[src/rtl/fetch_queue_if.sv]
// rtl/fetch_queue_if.sv - prefetch queue bundle: redirect, imem request/ack, IF/ID output stream
interface fetch_queue_if #(
    parameter int XLEN = 32
);
    logic            redirect;
    logic [XLEN-1:0] redirect_pc;
    logic            imem_req;
    logic [XLEN-1:0] imem_addr;
    logic            imem_ack;
    logic [XLEN-1:0] imem_rdata;
    logic            out_valid;
    logic [XLEN-1:0] out_instr;
    logic [XLEN-1:0] out_pc;
    logic            out_ready;

    modport master (
        input  redirect, redirect_pc, imem_ack, imem_rdata, out_ready,
        output imem_req, imem_addr, out_valid, out_instr, out_pc
    );

    modport slave (
        output redirect, redirect_pc, imem_ack, imem_rdata, out_ready,
        input  imem_req, imem_addr, out_valid, out_instr, out_pc
    );
endinterface

[src/rtl/fetch_queue.sv]
// rtl/fetch_queue.sv - sequential instruction prefetch with single-outstanding imem handshake and {pc,instr} FIFO
module fetch_queue #(
    parameter int DEPTH = 4,
    parameter int XLEN  = 32
) (
    input  logic          clk,
    input  logic          rst,
    fetch_queue_if.master bus
);
    localparam int PW = $clog2(DEPTH);
    localparam int CW = PW + 1;
    localparam logic [XLEN-1:0] NOP = XLEN'(32'h0000_0013);

    typedef enum logic [1:0] {IDLE, REQ, DRAIN} state_t;

    state_t          state;
    logic [XLEN-1:0] fetch_pc;
    logic [XLEN-1:0] addr_q;
    logic            req_q;

    logic [XLEN-1:0] pc_mem    [DEPTH];
    logic [XLEN-1:0] instr_mem [DEPTH];
    logic [PW-1:0]   rd_ptr;
    logic [PW-1:0]   wr_ptr;
    logic [CW-1:0]   count;

    logic has_space;
    logic push;
    logic pop;

    assign has_space = (count < CW'(DEPTH));
    assign pop       = (count != '0) && bus.out_ready;
    // A redirect in the ack cycle kills the returning word: it belongs to the old path.
    assign push      = (state == REQ) && bus.imem_ack && !bus.redirect;

    assign bus.imem_req  = req_q;
    assign bus.imem_addr = addr_q;
    assign bus.out_valid = (count != '0);
    assign bus.out_instr = bus.out_valid ? instr_mem[rd_ptr] : NOP;
    assign bus.out_pc    = bus.out_valid ? pc_mem[rd_ptr]    : '0;

    always_ff @(posedge clk) begin
        if (rst) begin
            state    <= IDLE;
            req_q    <= 1'b0;
            addr_q   <= '0;
            fetch_pc <= '0;
        end else begin
            if (bus.redirect) begin
                fetch_pc <= {bus.redirect_pc[XLEN-1:2], 2'b00};
            end else if (push) begin
                fetch_pc <= fetch_pc + XLEN'(4);
            end

            case (state)
                IDLE: begin
                    if (!bus.redirect && has_space) begin
                        state  <= REQ;
                        req_q  <= 1'b1;
                        addr_q <= fetch_pc;
                    end
                end
                REQ: begin
                    // An unacked request cannot be withdrawn, so wait it out in DRAIN.
                    if (bus.redirect && !bus.imem_ack) begin
                        state <= DRAIN;
                    end else if (bus.imem_ack) begin
                        state <= IDLE;
                        req_q <= 1'b0;
                    end
                end
                DRAIN: begin
                    if (bus.imem_ack && !bus.redirect) begin
                        state <= IDLE;
                        req_q <= 1'b0;
                    end
                end
                default: begin
                    state <= IDLE;
                    req_q <= 1'b0;
                end
            endcase
        end
    end

    always_ff @(posedge clk) begin
        if (rst || bus.redirect) begin
            rd_ptr <= '0;
            wr_ptr <= '0;
            count  <= '0;
        end else begin
            if (push) begin
                wr_ptr <= wr_ptr + PW'(1);
            end
            if (pop) begin
                rd_ptr <= rd_ptr + PW'(1);
            end
            count <= count + CW'(push) - CW'(pop);
        end
    end

    always_ff @(posedge clk) begin
        if (push) begin
            pc_mem[wr_ptr]    <= addr_q;
            instr_mem[wr_ptr] <= bus.imem_rdata;
        end
    end
endmodule

[src/flat_wrapper.sv]
// flat-port wrapper written by rule: the top's interface ports become plain ports
module fetch_queue_flat 
#(
    parameter int DEPTH = 4,
    parameter int XLEN  = 32
)
  (clk, rst, bus_redirect, bus_redirect_pc, bus_imem_ack, bus_imem_rdata, bus_out_ready, bus_imem_req, bus_imem_addr, bus_out_valid, bus_out_instr, bus_out_pc);
  fetch_queue_if #(.XLEN(XLEN)) bus_i ();
  input  logic clk;
  input  logic rst;
  input wire logic [$bits(bus_i.redirect)-1:0] bus_redirect;
  input wire logic [$bits(bus_i.redirect_pc)-1:0] bus_redirect_pc;
  input wire logic [$bits(bus_i.imem_ack)-1:0] bus_imem_ack;
  input wire logic [$bits(bus_i.imem_rdata)-1:0] bus_imem_rdata;
  input wire logic [$bits(bus_i.out_ready)-1:0] bus_out_ready;
  output wire logic [$bits(bus_i.imem_req)-1:0] bus_imem_req;
  output wire logic [$bits(bus_i.imem_addr)-1:0] bus_imem_addr;
  output wire logic [$bits(bus_i.out_valid)-1:0] bus_out_valid;
  output wire logic [$bits(bus_i.out_instr)-1:0] bus_out_instr;
  output wire logic [$bits(bus_i.out_pc)-1:0] bus_out_pc;
  assign bus_i.redirect = bus_redirect;
  assign bus_i.redirect_pc = bus_redirect_pc;
  assign bus_i.imem_ack = bus_imem_ack;
  assign bus_i.imem_rdata = bus_imem_rdata;
  assign bus_i.out_ready = bus_out_ready;
  assign bus_imem_req = bus_i.imem_req;
  assign bus_imem_addr = bus_i.imem_addr;
  assign bus_out_valid = bus_i.out_valid;
  assign bus_out_instr = bus_i.out_instr;
  assign bus_out_pc = bus_i.out_pc;
  fetch_queue #(.DEPTH(DEPTH), .XLEN(XLEN)) u_core (.clk(clk), .rst(rst), .bus(bus_i));
endmodule
[config.mk]
export PLATFORM = sky130hd
export DESIGN_NAME = fetch_queue_flat
export DESIGN_NICKNAME = d
export VERILOG_FILES = /design/src/rtl/fetch_queue_if.sv /design/src/rtl/fetch_queue.sv /design/src/flat_wrapper.sv
export SDC_FILE = /design/constraint.sdc
export NUM_CORES = 1
export LEC_CHECK = 0
export CAP_MARGIN = 20
export CORE_MARGIN = 1
export CORE_UTILIZATION = 50
export DETAILED_ROUTE_END_ITERATION = 7
export HOLD_SLACK_MARGIN = 0.03
export PLACE_DENSITY = 0.76
export SKIP_LAST_GASP = 1
export SLEW_MARGIN = 20
export SYNTH_ARGS = -nofsm -noshare
export SYNTH_HDL_FRONTEND = slang
export SYNTH_SLANG_ARGS = --single-unit
[constraint.sdc]
create_clock -name clk -period 3.1 [get_ports clk]
set_clock_uncertainty 0.15 [all_clocks]
set_input_delay 0.62 -clock clk [delete_from_list [all_inputs] [get_ports clk]]
set_output_delay 0.62 -clock clk [all_outputs]
set_load 0.005 [all_outputs]
# After elaboration in Yosys (flattened, before gate mapping)

Memories as Yosys holds them, arrays and structs flattened. A register that Yosys moved wholly into a read port is not among the register bits.
Cells that the tools add are included.

Add/sub/neg operators: 5
Order comparisons: 1
Equality and inequality tests: 7
Muxes and demuxes: 20
Reductions and logical operators: 16

Operator list:

| operator                                               | count |
|---|---|
| two-way mux 32 bit                                     | 4 |
| adder 32 x 3 -> 32 bit (second input constant)         | 1 |
| two-way mux 2 bit                                      | 8 |
| logical AND 1 bit                                      | 6 |
| two-way mux 1 bit                                      | 6 |
| case mux 2 bit (3 select lines)                        | 1 |
| adder 2 x 1 -> 2 bit (second input constant)           | 2 |
| inequality test 2 x 1 -> 1 bit (second input constant) | 2 |
| inequality test 2 bit (second input constant)          | 2 |
| AND reduction 4 bit                                    | 1 |
| adder 3 x 1 -> 3 bit                                   | 1 |
| < comparator 3 bit (second input constant)             | 1 |
| inequality test 3 bit (second input constant)          | 1 |
| case mux 1 bit (3 select lines)                        | 1 |
| AND reduction 3 bit                                    | 1 |
| nonzero test 3 bit                                     | 1 |
| subtractor 3 x 1 -> 3 bit                              | 1 |
| == test 2 x 1 -> 1 bit (second input constant)         | 1 |
| == test 2 bit (second input constant)                  | 1 |
| logical NOT 1 bit                                      | 2 |
| logical NOT 2 bit                                      | 1 |
| AND reduction 2 bit                                    | 1 |
| nonzero test 2 bit                                     | 1 |
| OR reduction 2 bit                                     | 1 |
| logical OR 1 bit                                       | 1 |

Bits in registers: 74
Bits in writable memories: 256
Input bits: 69
Memories kept: 2

Memory list:

| name             | words | width | rd ports | clocked after memory_dff | wr ports | RTL line          | text |
|---|---|---|---|---|---|---|---|
| u_core.instr_mem | 4     | 32    | 1        | 1                        | 1        | fetch_queue.sv:22 | `logic [XLEN-1:0] instr_mem [DEPTH];` |
| u_core.pc_mem    | 4     | 32    | 1        | 1                        | 1        | fetch_queue.sv:21 | `logic [XLEN-1:0] pc_mem [DEPTH];` |

# Logic depth before layout (Yosys ltp)

Gate-level depths: netlist (run 1).

Word-level depth: 5
Gate-level depth with buffers: 9

# Worst setup path before layout (run 1)

OpenSTA, ideal clock, no wires.

Kind: in2reg
Start: input bus_redirect
End: memory u_core.instr_mem[2][0] (enable)
Setup time: 0.426 ns
Arrival time: 2.740 ns
Data required time: 2.524 ns
Path slack: -0.216 ns
Stages on the path: 4
Path buffers: 2
Path through: clkbuf_1 clkbuf_1 nor2_1 and2_1

Cells in the longest elaborated chain, start to end: 4

Ends and longest elaborated chain:

| element                                 | RTL line           | text |
|---|---|---|
| from (decl)                             | flat_wrapper.sv:11 | `input wire logic [$bits(bus_i.redirect)-1:0] bus_redirect;` |
| logical NOT 1 bit                       | fetch_queue.sv:34  | `assign push = (state == REQ) && bus.imem_ack && !bus.redirect;` |
| logical AND 1 bit                       | fetch_queue.sv:34  |  |
| via u_core.push                         | fetch_queue.sv:28  | `logic push;` |
| two-way mux 1 bit                       | fetch_queue.sv:103 | `if (push) begin` |
| two-way mux 1 bit (not written as such) | fetch_queue.sv:105 | `instr_mem[wr_ptr] <= bus.imem_rdata;` |
| to (decl)                               | fetch_queue.sv:22  |  |

The timed path passes the listed nets, and every way through them passes these cells.

==> summary.txt, run 1 <==
Routing
  – Met3 routed WL: 1.48 mm
  – Drt first pass iters: 5
  – Post-Route WL: 25.8 mm
  – Detail Route met2 WL: 12.7 mm
  – DR top layer: met4
  – Starting DRC count in detailed routing: 465
  – Vias/cell: 5.50
  – WL/cell: 19.0 µm
  – Via count: 7481
  – Remaining DRCs: 0
  – M1 WL: 11.1 mm
  – Post-route ant nets: 0

Timing
  – Min Hold Slack: 0.331 ns
  – Final Cycle Share: 102%
  – Fmax: 0.317 GHz
  – Worst slew margin: 57.1%
  – Fin worst setup slack: -0.0580 ns
  – Final setup violation count: 42
  – Max Slew Vio Count: 0
  – Final-report hold violation count: 0
  – Fin crit period: 3.16 ns
  – RSZ-0062 raised after global routing: true
  – Worst Tran Pin Value: 0.644 ns

Cells and area
  – Antenna Cells: 0
  – Fin util: 64.2%
  – Area growth, synth to finish: 26.1%
  – Share of layout cells above drive strength 1: 17.4%
  – Most common cell after layout, fill and taps aside: edfxtp_1
  – Layout Nets: 1081
  – Commonest non-fill, non-tap cells in the layout: 248 x edfxtp_1, 138 x clkdlybuf4s50_1, 84 x nand2_1

Synth
  – Synth Register Bits: 320
  – Most used DFF post-synth: edfxtp_1
  – Syn avg cell area: 15.7 µm²
  – Cells after Synth: 815
  – Seq/Total Area, Yosys: 69.6%
  – Post-synth ARST share: 0%
  – Ranking of synthesized cells by area: edfxtp_1 58%, dfxtp_1 11%, mux4_2 11%
  – Unique masters post-synth: 55
  – Post-synthesis instance area: 12800 µm²
  – Post-synth EDFFs: 248
  – Yosys warnings: 0
  – Yosys top cell by area: edfxtp_1
  – Yosys top cell area share: 58.3%

Min path
  – HP Class: in -> reg
  – Hold depth: 3
  – Hold Path End: u_core.wr_ptr[1]
  – Hold path start: rst

Critical path
  – R2r setup slk: 0.65 ns
  – Data required, critical path: 2.33 ns
  – Slowest CP cell: mux4_2
  – Crit-path max FO: 12
  – CP Cell Sequence: buf_16, mux4_2, and2_1, clkdlybuf4s50_1
  – Crit path DAT: 2.39 ns
  – CP max stage delay: 0.52 ns
  – R2r worst-path depth: 9
  – Crit path launch type: flip-flop
  – Reg-to-Reg Start: u_core.count[2]
  – Setup CP Type: reg -> out
  – Critical Path End Type: output port
  – Critical R2R Capture: u_core.count[2]

Clock network
  – CTS clk-pin slew, worst paths: 0.06 ns
  – Clock root cell: clkbuf_16
  – Clk Latency, worst-skew pair: 0.55 ns
  – CTS sink count: 320
  – CTS tree: done
  – Cts hold-fix bufs: 0
  – H-tree Lvls: 1
  – Clk buf depth: 3
  – CTS buffer count: 31

Status
  – Outcome: complete, but fails checks
  – Violated checks: setup timing

Placement
  – IO buf count: 160
  – DPL Wire Length: 16.1 mm
  – Routability cong.: 0.782

Floorplanning
  – Placeable Area: 25100 µm²
  – Row Count: 58
  – Io pins: 167
  – Die area: 26200 µm²
  – Die X: 162 µm
  – Die height: 162 µm
  – Starting Density: 50.9%

Global routing
  – Total grt overflow: 0
  – GRT Overall Usage: 19.6%
  – Largest net degree at the start of global routing: 65
  – Vias in the first global route: 7365
  – First-pass GRT wire length: 40.0 mm
  – Initial antenna violation count: 0

Power
  – Design Power: 9.02 mW
  – Power per Cell Area: 560 nW/µm²
  – Maximum vdd drop: 0.298 mV
  – Leak: 5.43 nW

Job
  – Max-cap violations: 0
==> critical path, delay by kind of cell, from the launching register on <==
kind,cells,cell delay [ns]
flops,1,0.48
mux,1,0.52
buf+inv,2,0.67
simple gates,1,0.17
==> where the power goes <==
part / leakage [nW] / switching [mW] / internal [mW]
combinational: 2.04 / 0.209 / 0.265
sequential: 2.88 / 0.0806 / 4.68
clock: 0.511 / 1.51 / 2.28
total: 5.43 / 1.80 / 7.22
==> cells by family (layout without fill, tap and decap cells) <==
| kind of cell | count (synthesis) | after routing | synth area share (%) |
|---|---|---|---|
| AND/OR/NAND/NOR | 253 | 253 | 10.5 |
| AO/OA/AOI/OAI | 87 | 87 | 4.36 |
| buffers and inverters | 68 | 279 | 2.65 |
| multiplexers | 63 | 63 | 11.0 |
| other | 1 | 4 | 0.0293 |
| flip-flops | 320 | 320 | 69.6 |
| adder cells (fa/ha/maj) | 8 | 8 | 0.842 |
| XOR/XNOR | 15 | 15 | 1.03 |
==> registers in the layout, summed over array words and instances, names as in the netlist, named ones only <==
signal	count
u_core.instr_mem	128
u_core.rd_ptr	2
u_core.fetch_pc	30
u_core.bus.imem_addr	30
u_core.count	3
u_core.wr_ptr	2
u_core.state	2
u_core.pc_mem	120
u_core.bus.imem_req	1
==> area by class of cell <==
| cell class | count | area, µm² |
|---|---|---|
| Multi-Input combinational cell | 430 | 3590 |
| Clock buffer | 42 | 827 |
| Fill cell | 1839 | 8990 |
| Tap cell | 330 | 413 |
| Sequential cell | 320 | 8900 |
| Inverter | 14 | 55.1 |
| Timing Repair Buffer | 207 | 2130 |
| Clock inverter | 16 | 206 |
==> timing repair <==
action | in CTS | in global routing
cloned | 0 | 1
resized for setup | 28 | 14
buffers inserted | 10 | 2
endpoints found under the setup margin | 63 | 48
pin swaps | 0 | 0
==> per-stage QoR <==
stage               instance area (µm²)  setup slack (ns)  std cells  TNS (ns)
detailed placement                14900             0.139       1288         0
finish                            16100           -0.0580       1359    -0.974
global placement                  14900             0.183       1288         0
global route                      16100            -0.146       1359     -5.29
CTS                               16000            -0.101       1356     -2.16
floorplan                         12800             0.454        818         0
==> synthesized netlist by cell type (5+ instances only) <==
| master | number |
|---|---|
| nor3_1 | 6 |
| or3_1 | 6 |
| ha_1 | 7 |
| inv_1 | 14 |
| clkbuf_1 | 31 |
| xnor2_1 | 11 |
| nand3_1 | 8 |
| mux4_2 | 62 |
| buf_2 | 9 |
| a311oi_1 | 8 |
| nand4_1 | 8 |
| dfxtp_1 | 72 |
| o31ai_1 | 5 |
| and2_1 | 67 |
| edfxtp_1 | 248 |
| and3_1 | 7 |
| a211oi_1 | 10 |
| nor4_1 | 5 |
| or4_1 | 5 |
| o21ai_0 | 8 |
| nand2_1 | 84 |
| or2_2 | 5 |
| nor2_1 | 31 |
| and4_1 | 6 |
| a21oi_1 | 40 |
==> worst max path at each step <==
stage,start,end,cells after the start
5_1_grt,flip-flop,bus_out_pc[11],4
3_3_place_gp,bus_imem_ack,u_core.fetch_pc[21],5
3_5_place_dp,bus_imem_ack,u_core.fetch_pc[29],5
6_report,flip-flop,bus_out_pc[27],4
2_1_floorplan,bus_redirect,u_core.instr_mem[0][0],4
4_1_cts,flip-flop,bus_out_pc[26],4
==> routing by layer <==
layer	global-route usage [%]	vias up
met5	0	-
met4	4.80	0
met3	2.71	36
met2	33.2	256
met1	27.1	3695
li1	-	3494
No activity file was read; power rests on OpenSTA's default activity.
==> inputs of run 2 (changes only) <==
--- a/config.mk
+++ b/config.mk
@@ -16,3 +16,4 @@
 export SYNTH_ARGS = -nofsm -noshare
 export SYNTH_HDL_FRONTEND = slang
 export SYNTH_SLANG_ARGS = --single-unit
+export TNS_END_PERCENT = 20
==> summary.txt, run 2 (synthesis gave the netlist of run 1 again) <==
Routing
  – Drt first pass iters: 5 (unchanged)
  – WL/cell: 18.9 µm (was 19.0 µm)
  – Post-route ant nets: 0 (unchanged)
  – Post-Route WL: 25.5 mm (was 25.8 mm)
  – Via count: 7438 (was 7481)
  – Starting DRC count in detailed routing: 454 (was 465)
  – Vias/cell: 5.53 (was 5.50)
  – Remaining DRCs: 0 (unchanged)

Critical path
  – R2r worst-path depth: 11 (was 9)
  – Setup CP Type: reg -> out (unchanged)
  – Crit path DAT: 2.30 ns (was 2.39 ns)
  – WP depth: 4 (unchanged)
  – CP max stage delay: 0.53 ns (was 0.52 ns)
  – Buf+Inv Stages, Crit Path: 2 (unchanged)
  – Crit-path max FO: 21 (was 12)
  – Data required, critical path: 2.33 ns (about the same)
  – Critical Path End Type: output port (unchanged)
  – Slowest CP cell: mux4_2 (unchanged)
  – Crit path launch type: flip-flop (unchanged)
  – CP Cell Sequence: buf_12, mux4_2, and2_1, clkdlybuf4s50_1 (was buf_16, mux4_2, and2_1, clkdlybuf4s50_1)
  – Crit path max-delay family: buffers and inverters (unchanged)

Global routing
  – GRT Overall Usage: 20.0% (was 19.6%)
  – Vias in the first global route: 7317 (was 7365)
  – Total grt overflow: 0 (unchanged)
  – Largest net degree at the start of global routing: 65 (unchanged)
  – Met2 Use GR: 33.2% (about the same)
  – GRT busiest layer: met2 (unchanged)
  – Initial antenna violation count: 0 (unchanged)
  – First-pass GRT wire length: 40.3 mm (was 40.0 mm)
  – Met1 GRT Util: 27.6% (was 27.1%)
  – Met3 Resource Use GR: 3.65% (was 2.71%)

Floorplanning
  – Starting Density: 50.9% (unchanged)
  – Die height: 162 µm (unchanged)
  – Row Count: 58 (unchanged)
  – Placeable Area: 25100 µm² (unchanged)
  – Io pins: 167 (unchanged)
  – Die area: 26200 µm² (unchanged)
  – Die X: 162 µm (unchanged)

Power
  – Leak: 5.26 nW (was 5.43 nW)
  – Design Power: 9.30 mW (was 9.02 mW)
  – Power per Cell Area: 578 nW/µm² (was 560 nW/µm²)
  – Maximum vdd drop: 0.346 mV (was 0.298 mV)

Cells and area
  – Most common cell after layout, fill and taps aside: edfxtp_1 (unchanged)
  – Layout Nets: 1069 (was 1081)
  – Commonest non-fill, non-tap cells in the layout: 248 x edfxtp_1, 159 x clkdlybuf4s50_1, 84 x nand2_1 (was 248 x edfxtp_1, 138 x clkdlybuf4s50_1, 84 x nand2_1)
  – Share of layout cells above drive strength 1: 15.7% (was 17.4%)
  – Fin util: 64.1% (was 64.2%)
  – Final instance area: 16100 µm² (about the same)
  – Antenna Cells: 0 (unchanged)
  – Max reg flops: 128 (unchanged)
  – Area growth, synth to finish: 26.0% (was 26.1%)
  – Non-filler cells, final: 1346 (was 1359)
  – Regs by FF count: u_core.instr_mem (128), u_core.pc_mem (120) (unchanged)
  – Filler cells: 1828 (was 1839)
  – Biggest register: u_core.instr_mem (unchanged)

Clock network
  – # resized after CTS: 0 (was 28)
  – Clk Latency, worst-skew pair: 0.50 ns (was 0.55 ns)
  – CTS tree: done (unchanged)
  – CTS sink count: 320 (unchanged)
  – CTS clk-pin slew, worst paths: 0.06 ns (about the same)
  – H-tree Lvls: 2 (was 1)
  – Clock root cell: clkbuf_16 (unchanged)
  – CTS buffer count: 34 (was 31)
  – Clk buf depth: 3 (unchanged)

Placement
  – Dpl cells: 1282 (was 1288)
  – Routability cong.: 0.796 (was 0.782)
  – IO buf count: 160 (unchanged)
  – DP Area: 14900 µm² (about the same)
  – DPL Wire Length: 16.1 mm (about the same)

Job
  – Max-cap violations: 0 (unchanged)

Timing
  – Fin crit period: 3.07 ns (was 3.16 ns)
  – Min Hold Slack: 0.347 ns (was 0.331 ns)
  – Worst slew margin: 57.8% (was 57.1%)
  – Final setup violation count: 0 (was 42)
  – Fmax: 0.326 GHz (was 0.317 GHz)
  – RSZ-0062 raised after global routing: true (unchanged)
  – Max Slew Vio Count: 0 (unchanged)
  – Final Cycle Share: 99.1% (was 102%)
  – Worst Tran Pin Value: 0.632 ns (was 0.644 ns)
  – Final-report hold violation count: 0 (unchanged)

Min path
  – HP Class: reg -> reg (was in -> reg)
  – Hold depth: 2 (was 3)

Status
  – Outcome: completed (was complete, but fails checks)
==> run 2: layout make-up <==
cell class / instances / area, µm² / area share (%)
Sequential cell: 320 / 8900 / 55.3
Multi-Input combinational cell: 430 / 3580 / 22.2
Timing Repair Buffer: 192 / 2020 / 12.5
Clock buffer: 42 / 955 / 5.93
Tap cell: 330 / 413 / 2.57
Clock inverter: 18 / 183 / 1.13
Inverter: 14 / 52.6 / 0.326
==> run 2: worst paths after layout <==
kind	start	endpoint	slack (ns)
setup / recovery	flip-flop	bus_out_pc[10]	0.03
hold / removal	u_core.fetch_pc[20]	u_core.bus.imem_addr[20]	0.35
setup reg to reg	u_core.count[2]	u_core.count[2]	0.59
hold reg to reg	u_core.fetch_pc[20]	u_core.bus.imem_addr[20]	0.35
==> run 2: worst min-delay path: stages (launching register included) <==
cell     delay, ns
dfxtp_1       0.33
nand2_1       0.07
a21oi_1       0.05
==> run 2: per-layer routing <==
metal / routed length, µm / vias to the layer above / share of wire, %
met2: 12600 / 220 / 50
met4: 311 / 0 / 1.2
li1: - / 3470 / -
met5: 0 / - / 0
met1: 11100 / 3718 / 44
met3: 1460 / 30 / 5.7
==> run 2: timing repair <==
item / in CTS / in global routing
endpoints found under the setup margin: 56 / 54
buffers inserted: 4 / 0
hold buffers: 0 / 0
==> run 2: where the power goes <==
group	internal [mW]	total, mW	switching [mW]	leakage (nW)
Clock	2.51	4.06	1.55	0.548
Sequential	4.68	4.76	0.0810	2.88
Combinational	0.266	0.474	0.209	1.82
==> run 2: per-stage QoR <==
step | worst slack, ns | TNS (ns)
after floorplan | -0.216 | -26.73
after global routing | -0.0727 | -2.02
final | 0.0288 | 0
after global placement | 0.195 | 0
after detailed placement | 0.156 | 0
after CTS | -0.0233 | -0.111
==> inputs of run 3 (changes only) <==
--- a/config.mk
+++ b/config.mk
@@ -7,10 +7,10 @@
 export LEC_CHECK = 0
 export CAP_MARGIN = 20
 export CORE_MARGIN = 1
-export CORE_UTILIZATION = 50
+export CORE_UTILIZATION = 45
 export DETAILED_ROUTE_END_ITERATION = 7
 export HOLD_SLACK_MARGIN = 0.03
-export PLACE_DENSITY = 0.76
+export PLACE_DENSITY = 0.7
 export SKIP_LAST_GASP = 1
 export SLEW_MARGIN = 20
 export SYNTH_ARGS = -nofsm -noshare
==> constraint.sdc (replaced) <==
create_clock -name clk -period 3.1 [get_ports clk]
set_clock_uncertainty 0.15 [all_clocks]
set_input_delay 0.31 -clock clk [delete_from_list [all_inputs] [get_ports clk]]
set_output_delay 0.31 -clock clk [all_outputs]
set_load 0.005 [all_outputs]
==> summary.txt, run 3 (synthesis gave the netlist of run 1 again) <==
Global routing
  – Vias in the first global route: 7094 (was 7317)
  – Initial antenna violation count: 0 (unchanged)
  – Total grt overflow: 0 (unchanged)
  – Largest net degree at the start of global routing: 63 (was 65)
  – First-pass GRT wire length: 39.5 mm (was 40.3 mm)
  – GRT Overall Usage: 17.7% (was 20.0%)

Timing
  – Final-report hold violation count: 0 (unchanged)
  – Setup TNS: 0 ns (unchanged)
  – Final setup violation count: 0 (unchanged)
  – RSZ-0062 raised after global routing: false (was true)
  – Worst slew margin: 54.6% (was 57.8%)
  – Fin crit period: 2.85 ns (was 3.07 ns)
  – Max Slew Vio Count: 0 (unchanged)
  – Worst Tran Pin Value: 0.681 ns (was 0.632 ns)
  – Min Hold Slack: 0.187 ns (was 0.347 ns)
  – Final Cycle Share: 92.1% (was 99.1%)
  – Fmax: 0.350 GHz (was 0.326 GHz)

Clock network
  – CTS buffer count: 34 (unchanged)
  – Cts hold-fix bufs: 0 (unchanged)
  – Clock root cell: clkbuf_16 (unchanged)
  – Clk Latency, worst-skew pair: 0.50 ns (about the same)
  – H-tree Lvls: 2 (unchanged)
  – Clk buf depth: 3 (unchanged)
  – CTS clk-pin slew, worst paths: 0.06 ns (about the same)
  – CTS sink count: 320 (unchanged)
  – CTS tree: done (unchanged)

Power
  – Power per Cell Area: 588 nW/µm² (was 578 nW/µm²)
  – Leak: 5.23 nW (was 5.26 nW)
  – Maximum vdd drop: 0.353 mV (was 0.346 mV)

Cells and area
  – Antenna Cells: 0 (unchanged)
  – Register area: 8900 µm² (unchanged)
  – Max reg flops: 128 (unchanged)
  – Regs by FF count: u_core.instr_mem (128), u_core.pc_mem (120) (unchanged)
  – Layout Nets: 1059 (was 1069)
  – Fin util: 57.8% (was 64.1%)
  – Final instance area: 16100 µm² (about the same)
  – Most common cell after layout, fill and taps aside: edfxtp_1 (unchanged)
  – Area occupied by multi-input gates: 3580 µm² (about the same)
  – Commonest non-fill, non-tap cells in the layout: 248 x edfxtp_1, 159 x clkdlybuf4s50_1, 84 x nand2_1 (unchanged)
  – Share of layout cells above drive strength 1: 15.6% (was 15.7%)
  – Biggest register: u_core.instr_mem (unchanged)
  – Filler cells: 2202 (was 1828)
  – Area growth, synth to finish: 26.1% (was 26.0%)

Routing
  – Starting DRC count in detailed routing: 544 (was 454)
  – WL/cell: 18.3 µm (was 18.9 µm)
  – Via count: 7309 (was 7438)
  – Remaining DRCs: 0 (unchanged)
  – Post-route ant nets: 0 (unchanged)
  – Drt first pass iters: 5 (unchanged)
  – Post-Route WL: 25.4 mm (was 25.5 mm)
  – Vias/cell: 5.27 (was 5.53)

Critical path
  – Setup CP Type: reg -> out (unchanged)
  – Crit path launch type: flip-flop (unchanged)
  – R2r setup slk: 0.53 ns (was 0.59 ns)
  – CP max stage delay: 0.52 ns (was 0.53 ns)
  – Slowest CP cell: dfxtp_4 (was mux4_2)
  – CP Cell Sequence: buf_4, mux4_2, or2_2, clkdlybuf4s50_1 (was buf_12, mux4_2, and2_1, clkdlybuf4s50_1)
  – Crit path DAT: 2.39 ns (was 2.30 ns)
  – Critical Path End Type: output port (unchanged)
  – Data required, critical path: 2.64 ns (was 2.33 ns)
  – Crit-path max FO: 17 (was 21)

Floorplanning
  – Die area: 29100 µm² (was 26200 µm²)
  – Row Count: 61 (was 58)
  – Starting Density: 45.9% (was 50.9%)
  – Die height: 171 µm (was 162 µm)
  – Placeable Area: 27900 µm² (was 25100 µm²)
  – Die X: 171 µm (was 162 µm)
  – Io pins: 167 (unchanged)

Placement
  – IO buf count: 160 (unchanged)
  – DP Area: 14900 µm² (about the same)
  – DPL Wire Length: 15.8 mm (was 16.1 mm)
  – Routability cong.: 0.753 (was 0.796)

Min path
  – HP Class: in -> reg (was reg -> reg)

Status
  – Outcome: completed (unchanged)

Job
  – Max-cap violations: 0 (unchanged)
## run 3: changes by cell type in the layout (fill, tap and decap cells not counted), sizes merged
cell / delta
bufinv: +1
buf: -10
inv: +1
clkinv: -1
clkinvlp: +1
## run 3: power by group
part           total (mW)  leakage, nW  switching [mW]  internal, mW
clock network        4.24        0.581            1.59          2.66
logic               0.464         1.76           0.204         0.261
registers            4.76         2.88          0.0805          4.68
total                9.47         5.23            1.87          7.60
## run 3: per-stage QoR
step | total power, mW | setup WS, ns | instances
global route | 9.80 | 0.0992 | 1386
CTS | 9.57 | 0.197 | 1386
finish | 9.47 | 0.246 | 1386
detailed placement | 5.32 | 0.189 | 1324
global placement | 5.31 | 0.216 | 1324
floorplan | 5.04 | 0.0939 | 818
## run 3: layer usage
| layer | vias to the layer above | track usage (%) | part of all wire (%) |
|---|---|---|---|
| met4 | 0 | 4.82 | 1.6 |
| li1 | 3457 | - | - |
| met3 | 30 | 2.96 | 5.2 |
| met2 | 212 | 28.7 | 48 |
| met5 | - | 0 | 0 |
| met1 | 3610 | 24.8 | 45 |
## run 3: critical path, delay by kind of cell, from the launching register on
family	cells	cell delay, ns
buffers and inverters	2	0.78
and+or+nand+nor	1	0.28
DFF	1	0.52
muxes	1	0.31
## run 3: path summary, 6_finish.rpt
check | from | to | cells past startpoint
hold reg to reg | u_core.fetch_pc[27] | u_core.bus.imem_addr[27] | 2
setup / recovery | flip-flop | bus_out_instr[1] | 4
setup reg to reg | u_core.count[2] | u_core.count[2] | 9
hold / removal | rst | u_core.state[1] | 2
## run 3: timing repair
| action | CTS | global route |
|---|---|---|
| gates resized for setup | 1 | 0 |
| endpoints found under the setup margin | 43 | 0 |
| setup buffers | 0 | 0 |
## run 3: cell type report
cell class                 count  area share (%)
multi-input combinational    430            22.2
tap                          378            2.94
inverter                      14           0.326
timing repair buffer         182            11.8
clock buffer                  42            6.06
clock inverter                20            1.42
sequential                   320            55.2
